--- src/rtl/seg7_mux_driver.sv ---
// seg7_mux_driver: time-multiplexed DIGITS-digit 7-segment driver.
// Scans one digit per REFRESH_DIV clocks, double-buffers the displayed
// value so a frame is never torn, optionally blanks leading zeros and
// applies pin polarity as the very last step.
// DIGITS must be 1..8 and REFRESH_DIV must be >= 2.

// Per-digit glyph lane: hex nibble -> active-high {g,f,e,d,c,b,a},
// forced dark when the caller says this digit is a blanked leading zero.
module seg7_digit_lane (
  input  logic [3:0] nib,
  input  logic       blank,
  output logic [6:0] glyph
);

  // Hex decode, then blanking override.
  always_comb begin
    glyph = 7'h00;
    unique case (nib)
      4'h0: glyph = 7'h3F;
      4'h1: glyph = 7'h06;
      4'h2: glyph = 7'h5B;
      4'h3: glyph = 7'h4F;
      4'h4: glyph = 7'h66;
      4'h5: glyph = 7'h6D;
      4'h6: glyph = 7'h7D;
      4'h7: glyph = 7'h07;
      4'h8: glyph = 7'h7F;
      4'h9: glyph = 7'h6F;
      4'hA: glyph = 7'h77;
      4'hB: glyph = 7'h7C;
      4'hC: glyph = 7'h39;
      4'hD: glyph = 7'h5E;
      4'hE: glyph = 7'h79;
      4'hF: glyph = 7'h71;
      default: glyph = 7'h00;
    endcase
    if (blank) glyph = 7'h00;
  end

endmodule

module seg7_mux_driver #(
  parameter int DIGITS         = 4,
  parameter int REFRESH_DIV    = 50000,
  parameter int SEG_ACTIVE_LOW = 0,
  parameter int AN_ACTIVE_LOW  = 0
) (
  input  logic                  clk,
  input  logic                  rst_n,
  input  logic                  enable,
  input  logic                  load,
  input  logic [4*DIGITS-1:0]   value,
  input  logic [DIGITS-1:0]     dp_in,
  input  logic                  blank_lz,
  output logic [6:0]            seg,
  output logic                  dp,
  output logic [DIGITS-1:0]     an,
  output logic                  frame_done
);

  localparam int PW = $clog2(REFRESH_DIV);
  localparam int IW = (DIGITS > 1) ? $clog2(DIGITS) : 1;
  localparam logic [PW-1:0] PS_LAST  = PW'(REFRESH_DIV - 1);
  localparam logic [IW-1:0] IDX_LAST = IW'(DIGITS - 1);
  localparam logic SEG_INV = (SEG_ACTIVE_LOW != 0);
  localparam logic AN_INV  = (AN_ACTIVE_LOW != 0);

  // Scan state
  logic [PW-1:0] prescaler;
  logic [IW-1:0] idx;
  logic          tick;
  logic          wrap;

  // Double buffer: shadow collects loads, active is what is on the glass.
  logic [4*DIGITS-1:0] shadow_val, active_val;
  logic [DIGITS-1:0]   shadow_dp,  active_dp;
  logic                pending;

  // Decode fabric
  logic [DIGITS-1:0][3:0] act_nib;
  logic [DIGITS-1:0]      lz;
  logic [DIGITS-1:0][6:0] glyphs;
  logic [6:0]             glyph_sel;
  logic                   dp_sel;
  logic [DIGITS-1:0]      an_sel;

  assign tick    = enable && (prescaler == PS_LAST);
  assign wrap    = tick && (idx == IDX_LAST);
  assign act_nib = active_val;

  // Prescaler and digit index; both parked at 0 while disabled so a
  // re-enable always starts at digit 0 with a full dwell period.
  always_ff @(posedge clk or negedge rst_n) begin
    if (!rst_n) begin
      prescaler <= '0;
      idx       <= '0;
    end else if (!enable) begin
      prescaler <= '0;
      idx       <= '0;
    end else if (tick) begin
      prescaler <= '0;
      idx       <= (idx == IDX_LAST) ? '0 : idx + IW'(1);
    end else begin
      prescaler <= prescaler + PW'(1);
    end
  end

  // Load path: the latest load lands in shadow; active only changes on
  // the scan wrap. A load coinciding with the wrap bypasses shadow.
  always_ff @(posedge clk or negedge rst_n) begin
    if (!rst_n) begin
      shadow_val <= '0;
      shadow_dp  <= '0;
      active_val <= '0;
      active_dp  <= '0;
      pending    <= 1'b0;
    end else if (load) begin
      shadow_val <= value;
      shadow_dp  <= dp_in;
      if (wrap) begin
        active_val <= value;
        active_dp  <= dp_in;
        pending    <= 1'b0;
      end else begin
        pending    <= 1'b1;
      end
    end else if (wrap && pending) begin
      active_val <= shadow_val;
      active_dp  <= shadow_dp;
      pending    <= 1'b0;
    end
  end

  // Leading-zero flags: lz[k] set when nibbles DIGITS-1..k are all zero.
  // Digit 0 is never blanked, so lz[0] stays 0.
  always_comb begin
    logic run;
    lz  = '0;
    run = 1'b1;
    for (int k = DIGITS - 1; k >= 1; k--) begin
      run   = run && (act_nib[k] == 4'h0);
      lz[k] = run;
    end
  end

  for (genvar k = 0; k < DIGITS; k++) begin : g_lane
    seg7_digit_lane u_lane (
      .nib   (act_nib[k]),
      .blank (blank_lz && lz[k]),
      .glyph (glyphs[k])
    );
  end

  // Select the glyph, decimal point and anode for the current index.
  always_comb begin
    glyph_sel = 7'h00;
    dp_sel    = 1'b0;
    an_sel    = '0;
    for (int k = 0; k < DIGITS; k++) begin
      if (idx == IW'(k)) begin
        glyph_sel = glyphs[k];
        dp_sel    = active_dp[k];
        an_sel[k] = 1'b1;
      end
    end
  end

  // Registered pins, one cycle behind idx; polarity applied last.
  always_ff @(posedge clk or negedge rst_n) begin
    if (!rst_n) begin
      seg        <= {7{SEG_INV}};
      dp         <= SEG_INV;
      an         <= {DIGITS{AN_INV}};
      frame_done <= 1'b0;
    end else if (!enable) begin
      seg        <= {7{SEG_INV}};
      dp         <= SEG_INV;
      an         <= {DIGITS{AN_INV}};
      frame_done <= 1'b0;
    end else begin
      seg        <= glyph_sel ^ {7{SEG_INV}};
      dp         <= dp_sel ^ SEG_INV;
      an         <= an_sel ^ {DIGITS{AN_INV}};
      frame_done <= wrap;
    end
  end

endmodule

--- config.mk ---
export PLATFORM = sky130hd
export DESIGN_NAME = seg7_mux_driver
export DESIGN_NICKNAME = d
export VERILOG_FILES = /design/src/rtl/seg7_mux_driver.sv
export SDC_FILE = /design/constraint.sdc
export NUM_CORES = 1
export LEC_CHECK = 0
export ABC_AREA = 1
export CORE_MARGIN = 2
export CORE_UTILIZATION = 50
export CTS_CLUSTER_SIZE = 28
export DETAILED_ROUTE_END_ITERATION = 8
export GPL_TIMING_DRIVEN = 0
export PLACE_DENSITY = 0.82
export SLEW_MARGIN = 20
export SYNTH_ARGS = -nofsm -noshare
export SYNTH_HDL_FRONTEND = slang
export SYNTH_SLANG_ARGS = --single-unit
--- constraint.sdc ---
create_clock -name clk -period 1.6 [get_ports clk]
set_clock_uncertainty 0.15 [all_clocks]
set_input_delay 0.4 -clock clk [delete_from_list [all_inputs] [get_ports clk]]
set_output_delay 0.4 -clock clk [all_outputs]
set_load 0.02 [all_outputs]
# Word level (Yosys, flattened, before mapping)
# Memories as Yosys holds them, arrays and structs flattened.
# Index checks and enable logic that the tools add are counted.
dict set report word_totals {
  reg_bits 72
  latch_bits 0
  ramBits 0
  mem_bits_ro 448
  input_bits 25
  out_inout_bits 13
  elab_cells 70
  memories 4
}
dict set report classes {
  add_sub_neg 2
  multipliers 0
  div_mod_pow 0
  magnitude_cmp 0
  n_eq_ne 6
  shifts 0
  n_mux 33
  bitwise 0
  n_reduce_logical 14
}
# memory depth width read_ports rd_clocked_by_memory_dff write_ports line_no
set memory_table {}
lappend memory_table {{(name not given)} 16 7 1 0 0 18} ;# unique case (nib)
lappend memory_table {{(name not given)} 16 7 1 0 0 18}
lappend memory_table {{(name not given)} 16 7 1 0 0 18}
lappend memory_table {{(name not given)} 16 7 1 0 0 18}
# cell count
set op_table {}
lappend op_table {{16-bit 2-to-1 mux} 5}
lappend op_table {{7-bit 2-to-1 mux} 8}
lappend op_table {{16-bit by 1-bit adder with 16-bit output, second input constant} 1}
lappend op_table {{16-bit == test, second input constant} 1}
lappend op_table {{4-bit 2-to-1 mux} 4}
lappend op_table {{1-bit 2-to-1 mux} 13}
lappend op_table {{4-bit zero test} 3}
lappend op_table {{1-bit logical AND} 8}
lappend op_table {{2-bit 2-to-1 mux} 3}
lappend op_table {{2-bit == test, second input constant} 2}
lappend op_table {{2-bit by 1-bit inequality test with 1-bit output, second input constant} 2}
lappend op_table {{2-bit by 1-bit adder with 2-bit output, second input constant} 1}
lappend op_table {{2-bit by 1-bit == test with 1-bit output, second input constant} 1}
lappend op_table {{2-bit zero test} 1}
lappend op_table {{2-bit AND reduction} 1}
lappend op_table {{2-bit nonzero test} 1}

# Longest topological paths before layout
dict set report depth {
  ltp_word 9
  mapped_depth 12
  mapped_depth_nobuf 11
}

# Modules after synthesis
# From an unflattened synthesis, not the netlist that was laid out.
dict set report hier_totals {
  hier_cells 606
  area_unflattened_um2 4546.9
}
# module instances cells_each area_each_um2 seq_area_each_um2
set by_module_without_submodules {}
lappend by_module_without_submodules {seg7_mux_driver 1 403 3325.7 1801.7}
lappend by_module_without_submodules {{seg7_digit_lane at g_lane[2].u_lane ...} 2 54 320.3 0.0}
lappend by_module_without_submodules {{seg7_digit_lane at g_lane[1].u_lane} 1 50 294.0 0.0}
lappend by_module_without_submodules {{seg7_digit_lane at g_lane[0].u_lane} 1 45 286.5 0.0}

# Worst setup path before layout
# No wires, ideal clock.
dict set report synth_path {
  kind {register to register}
  start {register prescaler[0]}
  end {register active_val[11], in the netlist act_nib[11]}
  setup_ns 0.117
  arrival_ns 1.328
  required_ns 1.333
  slack_ns 0.005
  stages_incl_launch_ff 12
  path_buffers 1
  period_less_slack_ns 1.595
  cell_sequence {dfrtp_1 -> ha_1 -> nand2_1 -> nor2_2 -> inv_2 -> nor2_4 -> nand2_4 -> nor2_8 -> nand2_4 -> buf_6 -> nand2_1 -> nand2_1}
}
dict set report synth_between {
  elab_chain_len 6
  elab_cells_between_ends 7
  classes_between {eq/ne (2); reduce/logical (5)}
}
# item line_no
set synth_rtl {}
lappend synth_rtl {{start: declaration} 69} ;# logic [PW-1:0] prescaler;
lappend synth_rtl {{start signal: assignment} 104} ;# prescaler <= prescaler + PW'(1);
lappend synth_rtl {{16-bit == test (*)} 87} ;# assign tick = enable && (prescaler == PS_LAST);
lappend synth_rtl {{1-bit logical AND (*)} 87}
lappend synth_rtl {{1-bit logical AND (*)} 88} ;# assign wrap = tick && (idx == IDX_LAST);
lappend synth_rtl {{1-bit logical AND} 127} ;# end else if (wrap && pending) begin
lappend synth_rtl {{2-bit nonzero test (no line)} --}
lappend synth_rtl {{2-bit AND reduction (no line) (*)} --}
lappend synth_rtl {{end signal: assignment} 121} ;# active_val <= value;
lappend synth_rtl {{end signal: assignment} 128} ;# active_val <= shadow_val;
lappend synth_rtl {{end: declaration} 75} ;# logic [4*DIGITS-1:0] shadow_val, active_val;
# Every way passes the cells marked *; elsewhere a longest branch is shown, timed or not.
# A chain may end at the register's enable or synchronous reset.

# Worst setup path after layout
dict set report layout_path {
  start {register prescaler[0]}
  end {register active_dp[0]}
}
dict set report layout_between {
  elab_chain_len 6
  elab_cells_between_ends 7
  classes_between {eq/ne (2); reduce/logical (5)}
}
# item line_no
set layout_rtl {}
lappend layout_rtl {{16-bit == test (*)} 87}
lappend layout_rtl {{1-bit logical AND (*)} 87}
lappend layout_rtl {{1-bit logical AND (*)} 88}
lappend layout_rtl {{1-bit logical AND} 127}
lappend layout_rtl {{2-bit nonzero test (no line)} --}
lappend layout_rtl {{2-bit AND reduction (no line) (*)} --}
lappend layout_rtl {{end signal: assignment} 122} ;# active_dp <= dp_in;
lappend layout_rtl {{end signal: assignment} 129} ;# active_dp <= shadow_dp;
lappend layout_rtl {{end: declaration} 76} ;# logic [DIGITS-1:0] shadow_dp, active_dp;
# Marks and branches as above.

==> impl_metrics.py <==
metrics = {
    "status": {
        "status": "finished, violations left",
        "violations": "negative setup slack",
    },
    "timing": {
        "fin_crit_ps": 1810,
        "maxSlewHeadroom_pct": 71.4,
        "final.setup.worst_slack_ps": -211,
        "hold_viol": 0,
        "setup_tns_ps": -6710,
        "fin_hold_ws_ps": 227,
        "tightest_slew_ps": 429,
        "fmax_ghz": 0.552,
        "finalSetupViolCount": 46,
        "grt_setup_unrepaired": "true",
        "drv_slew": 0,
        "period_share_pct": 113,
    },
    "floorplanning": {
        "die_w_um": 95.9,
        "rows": 33,
        "start_util_pct": 51.3,
        "dieArea_um2": 9190,
        "die_h_um": 95.9,
        "boundaryPins": 38,
        "core_um2": 8220,
    },
    "detailed_routing": {
        "drtIter0Drc": 399,
        "route.detailed.drc": 0,
        "wl_um": 12700,
        "final_antenna_net_count": 0,
        "viasPerCell": 5.71,
        "wl_per_cell_um": 16.8,
        "vias": 4307,
        "first_pass_iters": 6,
    },
    "setup_path": {
        "endpoint_kind": "flop",
        "criticalPathCategory": "flop to flop",
        "cp_slowest_stage_delay_ps": 400,
        "crit_chain": "ha_4, nand2_4, nor2_4, inv_2, nor2_4, nand2_4, nor2_8, nand2_4, buf_6, nand2_1, nand2_1",
        "cp.required_ps": 1700,
        "slowest_stage": "dfrtp_1",
        "crit_fanout": 5,
        "ff2ff_path_depth": 11,
        "r2r_slack_ps": -210,
        "crit_arrival_ps": 1910,
        "crit_start": "prescaler[0]",
        "r2r-start": "prescaler[0]",
        "crit_path_start_kind": "flop",
        "r2r_end": "active_dp[0]",
        "critPathMostFrequentCell": "nand2_4",
        "endpoint": "active_dp[0]",
    },
    "synthesis": {
        "netlist_instances": 548,
        "synth_async_sr_flop_share_pct": 100,
        "netlist_area_um2": 4220,
        "ys_seq_area_share_pct": 42.7,
        "synth_cell_types": 33,
        "syn_nets": 602,
        "synth_flop_cell": "dfrtp_1",
        "ys_ff_latch": 72,
        "syn_area_per_cell_um2": 7.70,
        "synth_edf_count": 0,
        "synth_warnings": 0,
    },
    "finish": {
        "drive_gt1_share_pct": 34.1,
        "regArea_um2": 1810,
        "nets": 698,
        "n_antenna_cell": 0,
        "fin_cells": 754,
        "final_cell_mix": "nand2_1, dfrtp_1, nand3_1, nand2_2, buf_4",
        "n_fill_cell": 543,
        "final_common_cell": "nand2_1",
        "area_growth_syn_to_layout_pct": 40.4,
        "multiInputGateArea_um2": 2610,
    },
    "power": {
        "ir_worst_vdd_v": 0.000562,
        "p_leak_nw": 2.80,
        "powerDensity_nw_per_um2": 748,
    },
    "clock_tree": {
        "cts_tree": "yes",
        "clock_latency_ps": 360,
        "cts_root_buffer": "clkbuf_8",
        "cts_made_buffers": 9,
        "clock_sink_count": 72,
        "cts_buffer_depth": 2,
        "htreeDepth": 3,
        "clk_pin_slew_ps": 80,
    },
    "placement": {
        "portBuffers": 36,
        "hpwlAfterDp_um": 6990,
        "dp.cells": 690,
        "routabilityCongestion": 0.877,
        "dp_slack_ps": -455,
    },
    "grt": {
        "grt_max_degree": 52,
        "grt_usage_pct": 24.9,
        "grt_pass1_wl_um": 17600,
        "overflow": 0,
        "first_global_vias": 3854,
        "antenna_found_initial": 0,
    },
    "hold_path": {
        "hold_class": "input port to flop",
    },
    "run": {
        "cap_viol_max_count": 0,
    },
}
[worst max-delay path, delay by kind of cell (launching register included)]
kind	cells	cell delay [ps]
DFF	1	400
and+or+nand+nor	8	760
adders and majority gates	1	170
buffers and inverters	2	210
[stage by stage]
stage	power (mW)	instance area, um2	util, %
after global placement	2.63	4710	57.3
after detailed placement	2.66	4740	57.6
after global routing	4.58	5920	72.1
final	4.43	5920	72.1
after CTS	4.29	5550	67.5
after floorplan	2.35	4220	-
[cells by family (layout without fill, tap and decap cells)]
| kind of cell | Yosys count | count (layout) | share of synthesized area [%] |
|---|---|---|---|
| simple gates | 310 | 310 | 32.4 |
| buf+inv | 71 | 172 | 7.50 |
| xor+xnor | 1 | 1 | 0.208 |
| fa+ha+maj | 29 | 29 | 8.60 |
| flops | 72 | 72 | 42.7 |
| compound gates | 65 | 65 | 8.54 |
[synth_stat cells (2+ instances only)]
master,count,share of area (%)
buf_4,3,0.53
inv_1,47,4.2
o21ai_1,2,0.24
nor3_2,2,0.47
inv_2,5,0.44
buf_6,4,1.1
nor2_2,3,0.44
o211ai_1,7,1.2
nand3_1,61,7.2
nand4_1,6,0.89
ha_1,29,8.6
nand2_1,174,15
dfrtp_1,72,43
clkbuf_1,5,0.44
nor2_1,44,3.9
a31oi_1,8,1.2
nor3_1,5,0.59
nand2_4,2,0.53
buf_2,7,0.83
nand3b_1,2,0.36
nor2_4,2,0.53
o21ai_0,24,2.8
nand2_2,4,0.59
a21oi_1,21,2.5
[state kept, by name, summed over array words and instances, names as in the netlist]
name,flops
idx,2
frame_done,1
dp,1
shadow_dp,4
pending,1
prescaler,16
an,4
shadow_val,16
seg,7
active_dp,4
act_nib,16
[where the power goes]
group          internal, mW  total (mW)  switching, mW
registers              1.93        1.97         0.0426
clock network         0.879        1.59          0.714
logic                 0.361       0.869          0.507
total                  3.17        4.43           1.26
[layer usage]
metal / part of all wire [%] / global-route usage [%] / routed length (um)
met2: 49 / 43.5 / 6230
met1: 38 / 29.3 / 4860
met4: 5.4 / 10.8 / 685
met5: 0 / 0 / 0
met3: 7.2 / 5.48 / 912
[worst min path at each step]
stage                 start             to  slack [ps]  cells after the start
3_3_place_gp   prescaler[0]   prescaler[0]         290                      1
3_5_place_dp          rst_n  prescaler[13]         170                      1
6_report             enable          an[0]         230                      3
5_1_grt              enable          an[0]         250                      3
4_1_cts              enable          an[0]         230                      3
2_1_floorplan         rst_n     act_nib[0]         -50                      0
[layout make-up]
class                      instances  area share [%]
multi-input combinational        405            44.0
sequential                        72            30.6
timing repair buffer              86            13.5
inverter                          52            4.01
clock buffer                      11            2.22
tap                              105            2.22
buffer                            18            2.13
clock inverter                     5            1.37
[timing repair]
| action | in CTS | in global routing |
|---|---|---|
| setup endpoints to repair | 54 | 59 |
| hold endpoints to repair | 21 | 0 |
| pin swaps | 32 | 37 |
| gates resized for setup | 125 | 99 |
| hold buffers | 1 | 0 |
| gates cloned | 1 | 1 |
| setup buffers | 30 | 16 |
No activity file was read; power rests on OpenSTA's default activity.
